[src/rtl/video_timing_pkg.sv]
`default_nettype none
// ============================================================================
//  Module : video_timing_pkg
//  Brief  : Mode encoding, per-mode raster timing table and total-size helpers
//           shared by the video timing generator.
//  Rev    : 1.0  initial multi-mode release
// ============================================================================
package video_timing_pkg;

   // Internal counter widths: wide enough for every entry of the table.
   localparam int CNT_HW = 12;
   localparam int CNT_VW = 11;

   // Smallest output widths that still hold the largest count of any mode
   // (hcount up to 1649, vcount up to 805).
   localparam int MIN_H_W = 11;
   localparam int MIN_V_W = 10;

   typedef enum logic [1:0] {
      MODE_640X480  = 2'd0,
      MODE_800X600  = 2'd1,
      MODE_1024X768 = 2'd2,
      MODE_1280X720 = 2'd3
   } mode_t;

   typedef struct packed {
      logic [CNT_HW-1:0] w;
      logic [CNT_HW-1:0] h_fp;
      logic [CNT_HW-1:0] h_sync;
      logic [CNT_HW-1:0] h_bp;
      logic [CNT_VW-1:0] h;
      logic [CNT_VW-1:0] v_fp;
      logic [CNT_VW-1:0] v_sync;
      logic [CNT_VW-1:0] v_bp;
      logic              neg_pol;
   } timing_t;

   localparam timing_t TIMING_TABLE [4] = '{
      '{12'd640,  12'd16,  12'd96,  12'd48,  11'd480, 11'd10, 11'd2, 11'd33, 1'b1},
      '{12'd800,  12'd40,  12'd128, 12'd88,  11'd600, 11'd1,  11'd4, 11'd23, 1'b0},
      '{12'd1024, 12'd24,  12'd136, 12'd160, 11'd768, 11'd3,  11'd6, 11'd29, 1'b1},
      '{12'd1280, 12'd110, 12'd40,  12'd220, 11'd720, 11'd5,  11'd5, 11'd20, 1'b0}
   };

   function automatic logic [CNT_HW-1:0] h_total(timing_t t);
      return t.w + t.h_fp + t.h_sync + t.h_bp;
   endfunction

   function automatic logic [CNT_VW-1:0] v_total(timing_t t);
      return t.h + t.v_fp + t.v_sync + t.v_bp;
   endfunction

endpackage
`default_nettype wire

[src/rtl/video_timing_gen_sync_delay_line.sv]
`default_nettype none
// ============================================================================
//  Module : sync_delay_line
//  Brief  : Clock-enabled 3-bit shift register of parametrised depth; reset
//           fills every stage with FILL. DEPTH=0 is a plain wire.
//  Rev    : 1.0  initial release
// ============================================================================
module sync_delay_line #(
   parameter int         DEPTH = 0,
   parameter logic [2:0] FILL  = 3'b001
) (
   input  logic       clk_i,
   input  logic       rst_i,
   input  logic       ce_i,
   input  logic [2:0] d_i,
   output logic [2:0] q_o
);

   if (DEPTH == 0) begin : g_pass
      logic unused_ctrl;
      assign unused_ctrl = ^{clk_i, rst_i, ce_i};
      assign q_o         = d_i;
   end else begin : g_shift
      logic [2:0] stage_q [DEPTH];

      // Shift one stage per pixel enable; reset preloads the idle level.
      always_ff @(posedge clk_i or posedge rst_i) begin
         if (rst_i) begin
            for (int i = 0; i < DEPTH; i++) stage_q[i] <= FILL;
         end else if (ce_i) begin
            stage_q[0] <= d_i;
            for (int i = 1; i < DEPTH; i++) stage_q[i] <= stage_q[i-1];
         end
      end

      assign q_o = stage_q[DEPTH-1];
   end

endmodule
`default_nettype wire

[src/rtl/video_timing_gen.sv]
`default_nettype none
// ============================================================================
//  Module : video_timing_gen
//  Brief  : Four-mode raster timing generator with pixel enable, frame-aligned
//           mode switching and a configurable sync/blank delay line.
//  Rev    : 1.0  initial multi-mode release
// ============================================================================
module video_timing_gen
   import video_timing_pkg::*;
#(
   parameter int H_W          = 12,
   parameter int V_W          = 11,
   parameter int DEFAULT_MODE = 2,
   parameter int DELAY        = 0,
   parameter int FC_W         = 16
) (
   input  logic            clk_in,
   input  logic            rst_in,
   input  logic            ce_in,
   input  logic [1:0]      mode_in,
   output logic [H_W-1:0]  hcount_out,
   output logic [V_W-1:0]  vcount_out,
   output logic            hsync_out,
   output logic            vsync_out,
   output logic            blank_out,
   output logic            line_start_out,
   output logic            frame_start_out,
   output logic [FC_W-1:0] frame_count_out,
   output logic [1:0]      mode_out
);

   if (H_W < MIN_H_W || V_W < MIN_V_W || DELAY < 0 || DELAY > 8) begin : g_bad_params
      $error("video_timing_gen: H_W/V_W too small or DELAY outside 0..8");
   end

   // Reset parks the raster on the last pixel of the default mode so the
   // first enabled cycle lands on (0,0) and counts as a frame start.
   localparam mode_t       RST_MODE = mode_t'(2'(DEFAULT_MODE));
   localparam timing_t     RST_T    = TIMING_TABLE[RST_MODE];
   localparam logic [CNT_HW-1:0] RST_H = h_total(RST_T) - 12'd1;
   localparam logic [CNT_VW-1:0] RST_V = v_total(RST_T) - 11'd1;
   // {hsync, vsync, blank} at idle: syncs inactive, blanked.
   localparam logic [2:0]  FILL     = {RST_T.neg_pol, RST_T.neg_pol, 1'b1};

   mode_t             mode_q, mode_d;
   logic [CNT_HW-1:0] hcount_q, hcount_d;
   logic [CNT_VW-1:0] vcount_q, vcount_d;
   logic [FC_W-1:0]   frame_count_q, frame_count_d;
   logic              line_start_q, line_start_d;
   logic              frame_start_q, frame_start_d;
   logic [2:0]        raw_q, raw_d;
   logic [2:0]        dly;

   timing_t cur_t, nxt_t;
   logic    h_wrap, v_wrap, frame_wrap;
   logic    hs_act, vs_act, blank;

   // Next raster position, mode adoption at the frame wrap, and the sync /
   // blank decode of that next position so it registers alongside the counts.
   always_comb begin
      cur_t      = TIMING_TABLE[mode_q];
      h_wrap     = (hcount_q == h_total(cur_t) - 12'd1);
      v_wrap     = (vcount_q == v_total(cur_t) - 11'd1);
      frame_wrap = h_wrap && v_wrap;

      mode_d        = frame_wrap ? mode_t'(mode_in) : mode_q;
      hcount_d      = h_wrap ? '0 : hcount_q + 12'd1;
      vcount_d      = vcount_q;
      if (h_wrap) vcount_d = v_wrap ? '0 : vcount_q + 11'd1;
      frame_count_d = frame_wrap ? frame_count_q + FC_W'(1) : frame_count_q;

      nxt_t  = TIMING_TABLE[mode_d];
      hs_act = (hcount_d >= nxt_t.w + nxt_t.h_fp) &&
               (hcount_d <  nxt_t.w + nxt_t.h_fp + nxt_t.h_sync);
      vs_act = (vcount_d >= nxt_t.h + nxt_t.v_fp) &&
               (vcount_d <  nxt_t.h + nxt_t.v_fp + nxt_t.v_sync);
      blank  = (hcount_d >= nxt_t.w) || (vcount_d >= nxt_t.h);
      raw_d  = {hs_act ^ nxt_t.neg_pol, vs_act ^ nxt_t.neg_pol, blank};

      line_start_d  = (hcount_d == '0);
      frame_start_d = (hcount_d == '0) && (vcount_d == '0);
   end

   // Raster state; deassertion of rst_in is expected to be synchronous to clk_in.
   always_ff @(posedge clk_in or posedge rst_in) begin
      if (rst_in) begin
         mode_q        <= RST_MODE;
         hcount_q      <= RST_H;
         vcount_q      <= RST_V;
         frame_count_q <= '0;
         line_start_q  <= 1'b0;
         frame_start_q <= 1'b0;
         raw_q         <= FILL;
      end else if (ce_in) begin
         mode_q        <= mode_d;
         hcount_q      <= hcount_d;
         vcount_q      <= vcount_d;
         frame_count_q <= frame_count_d;
         line_start_q  <= line_start_d;
         frame_start_q <= frame_start_d;
         raw_q         <= raw_d;
      end
   end

   sync_delay_line #(
      .DEPTH (DELAY),
      .FILL  (FILL)
   ) u_sync_delay (
      .clk_i (clk_in),
      .rst_i (rst_in),
      .ce_i  (ce_in),
      .d_i   (raw_q),
      .q_o   (dly)
   );

   assign hcount_out      = H_W'(hcount_q);
   assign vcount_out      = V_W'(vcount_q);
   assign hsync_out       = dly[2];
   assign vsync_out       = dly[1];
   assign blank_out       = dly[0];
   assign line_start_out  = line_start_q;
   assign frame_start_out = frame_start_q;
   assign frame_count_out = frame_count_q;
   assign mode_out        = mode_q;

endmodule
`default_nettype wire
[config.mk]
export PLATFORM = sky130hd
export DESIGN_NAME = video_timing_gen
export DESIGN_NICKNAME = d
export VERILOG_FILES = /design/src/rtl/video_timing_pkg.sv /design/src/rtl/video_timing_gen_sync_delay_line.sv /design/src/rtl/video_timing_gen.sv
export SDC_FILE = /design/constraint.sdc
export NUM_CORES = 1
export LEC_CHECK = 0
export BUFFER_PORTS_ARGS = -buffer_cell sky130_fd_sc_hd__buf_2
export CORE_UTILIZATION = 45
export CTS_BUF_LIST = sky130_fd_sc_hd__clkbuf_8
export CTS_CLUSTER_DIAMETER = 30
export DETAILED_ROUTE_END_ITERATION = 8
export PLACE_DENSITY_LB_ADDON = 0.08
export SYNTH_ARGS = -nofsm -noshare
export SYNTH_HDL_FRONTEND = slang
export SYNTH_SLANG_ARGS = --single-unit
[constraint.sdc]
create_clock -name clk_in -period 8.8 [get_ports clk_in]
set_clock_uncertainty 0.05 [all_clocks]
set_input_delay 1.76 -clock clk_in [delete_from_list [all_inputs] [get_ports clk_in]]
set_output_delay 1.76 -clock clk_in [all_outputs]
set_load 0.05 [all_outputs]
==> results.ini <==
[global_route]
grt_overflow=0
grt_max_degree=47
grtUsageTotal=0.244
antenna_found_initial=0
grt_pass1_wl_um=19400
grt_pass1_vias=3770

[sta]
slew_violations=0
setup_tns_ns=0
rsz0062_at_grt=false
finalSetupViolCount=0
max_slew_margin=0.341
tightest_slew_ns=0.986
fin_crit_sh=0.722
fmax_mhz=157
period_needed_ns=6.36
hold_slack_ns=0.426
hold_viol_final=0

[synth]
synth_cell_type_count=65
synthCells=513
yosysSeqAreaShare=0.266
syn_avg_cell_area_um2=8.59
syn-num-nets=581
synthArstFlopShare=1.00
synthAdderAreaFrac=0.179
netlist.area_leader.share=0.179
synth_top_area_cell=ha_1
ys_seq_elements=46
yosys-top-cells-area=ha_1 18%, dfrtp_1 16%, dfstp_2 10%
syn_area_um2=4410
yosysWarnings=0
synth_mux_area_frac=0.0434
synthXorXnorAreaFrac=0.0854
synth-compound-area-share=0.170
synth_top_flop_cell=dfrtp_1
synth-edff-count=0
synth_simple_gate_area_share=0.201
synth_top_family_by_area=simple AND/OR/NAND/NOR gates

[placed_design]
placed_cell_area_um2=4720
port_buffers=50
post-dp-hpwl_um=8910
gp_congestion=1.07

[detailed_routing]
drc=0
dr.pass1.iters=4
antenna_left=0
routed_via_density=5.78
vias=3916
routed_wl_um=11800
drt-initial-drc-count=199
drt-wirelength-per-cell_um=17.4

[setup_path]
crit_type=flop to flop
cp_max_fo=19
cp-end-kind=flop
cp.arrival_ns=6.54
critPathLaunchType=flop
cp.required_ns=8.98
crit_start=mode_out[1]
reg2reg_from=mode_out[1]

[cts]
cts-resized-gates=0
htree_levels=2
cts_hold_buf=0
cts_setup_buffers=0
cts_sinks=46
clk_latency_ns=0.31
cts_buffer_depth=2
cts_tree=built
cts_made_buffers=5
path_clk_slew_ns=0.11
root_buffer=clkbuf_8

[finish]
fin_area_um2=4810
nets=615
syn_to_final_growth_pct=9.14
drive_above_1_share=0.197
diodes=0

[hold_path]
worstHoldStart=frame_count_out[15]
hp-class=flop to flop

[pwr]
switching_power_w=0.000297
powerDensity_nw_per_um2=142
comb_power_share=0.379
seqPwrFrac=0.422
vdd_drop_max_mv=0.121
power_w=0.000685
p_int_w=0.000387
power_switching_share=0.434
clkPwrFrac=0.199
p_leak_nw=2.26

[floorplan]
io_pins=51
fp.dieH_um=101
coreArea_um2=9370
die_w_um=101
rows=35
floorplan.initialDensity=0.470
die_area_um2=10200

[status]
outcome=completed

[run]
maxCapViolCount=0

[cells in the mapped netlist (3+ instances only)]
cell type and number:
a211oi_1 3, a21o_1 7, a21oi_1 21, a2bb2oi_1 3
a31oi_1 5, and3_1 5, and4_1 4, buf_2 6
clkbuf_1 15, dfrtp_1 29, dfstp_2 17, ha_1 63
inv_1 32, mux2_2 17, nand2_1 47, nand2b_1 6
nand3_1 26, nand3b_1 3, nand4_1 10, nor2_1 45
nor3_1 10, nor3b_1 3, o211ai_1 3, o21a_1 3
o21ai_0 25, o221ai_1 3, o31ai_1 8, or3_1 4
xnor2_1 25, xor2_1 18
[placed cells by master, fill, tap and decap left out, drive strengths merged, types with 5 or more instances in the layout]
| cell type | Yosys | layout |
|---|---|---|
| inv | 32 | 33 |
| xnor2 | 25 | 25 |
| nand4 | 11 | 11 |
| dfrtp | 29 | 29 |
| o31ai | 8 | 8 |
| nand2b | 6 | 6 |
| a31oi | 5 | 5 |
| a21o | 7 | 7 |
| a21oi | 22 | 22 |
| buf | 10 | 52 |
| o21ai | 27 | 27 |
| and3 | 5 | 5 |
| ha | 63 | 63 |
| nor3 | 11 | 11 |
| nor2 | 46 | 46 |
| dfstp | 17 | 17 |
| nand2 | 47 | 47 |
| nand3 | 26 | 26 |
| xor2 | 18 | 18 |
| clkbuf | 15 | 5 |
| mux2 | 17 | 17 |
[critical path, cell delays in order, from the launching register on]
cell	delay [ns]
dfstp_2	0.59
inv_1	0.12
ha_1	0.27
or2_2	0.31
ha_1	0.22
a211oi_1	0.23
o31ai_1	0.14
a21o_1	0.23
a21o_1	0.42
o21ai_0	0.42
and2_1	0.47
inv_1	0.27
ha_1	0.45
nor3b_1	0.31
nand3_1	0.14
ha_1	0.31
and4_1	0.17
nand3_1	0.07
o21bai_1	0.16
o221ai_1	0.13
a21o_1	0.19
a211o_1	0.27
mux2_2	0.26
o221ai_1	0.08
[layer usage]
layer  global-route usage  vias to the layer above  routed length (µm)
met1                0.328                     1893                5500
met5                    0                        -                   0
met3               0.0368                       12                 512
met4               0.0635                        0                 182
li1                     -                     1896                   -
met2                0.408                      115                5560
[cell type report]
class	instances	area, µm²
Fill cell	913	4560
Multi-Input combinational cell	410	3010
Sequential cell	46	1170
Timing Repair Buffer	52	265
Tap cell	129	161
Inverter	32	120
Clock buffer	5	68.8
Clock inverter	3	17.5
[flip-flops by register name, indices dropped and copies added, names as in the netlist]
| name | cells |
|---|---|
| vcount_out | 11 |
| raw_q | 3 |
| frame_count_out | 16 |
| hcount_out | 12 |
| line_start_out | 1 |
| mode_out | 2 |
| frame_start_out | 1 |
[through the flow]
stage               worst slack, ns   util  std cells
floorplan                      3.00      -        513
global placement               2.87  0.504        669
detailed placement             2.52  0.504        669
CTS                            2.47  0.513        677
global route                   2.00  0.513        677
finish                         2.44  0.513        677
[power groups by stage]
stage	sequential (W)	clock [W]	combinational, W
final	0.000289	0.000137	0.000260
after detailed placement	0.000292	0	0.000259
after floorplan	0.000323	0	0.000167
after global routing	0.000295	0.000151	0.000290
after global placement	0.000291	0	0.000257
after CTS	0.000289	0.000141	0.000260
[path summary, 6_finish.rpt]
kind,end,slack [ns],cells after the start
max in group asynchronous,vcount_out[1],6.46,2
min,frame_count_out[15],0.43,1
min reg2reg,frame_count_out[15],0.43,1
min in group asynchronous,line_start_out,1.62,2
max reg2reg,raw_q[1],2.44,23
max,raw_q[1],2.44,23
[logic make-up (layout without fill, tap and decap cells)]
family | after synthesis | count (layout)
muxes | 17 | 17
xor gates and xnor gates | 43 | 43
buffers and inverters | 57 | 92
adders and majority gates | 63 | 63
and+or+nand+nor | 178 | 178
DFF | 46 | 46
other | 2 | 2
AOI/OAI and AO/OA | 107 | 107
Note: power is estimated with default switching activity, not from simulation.
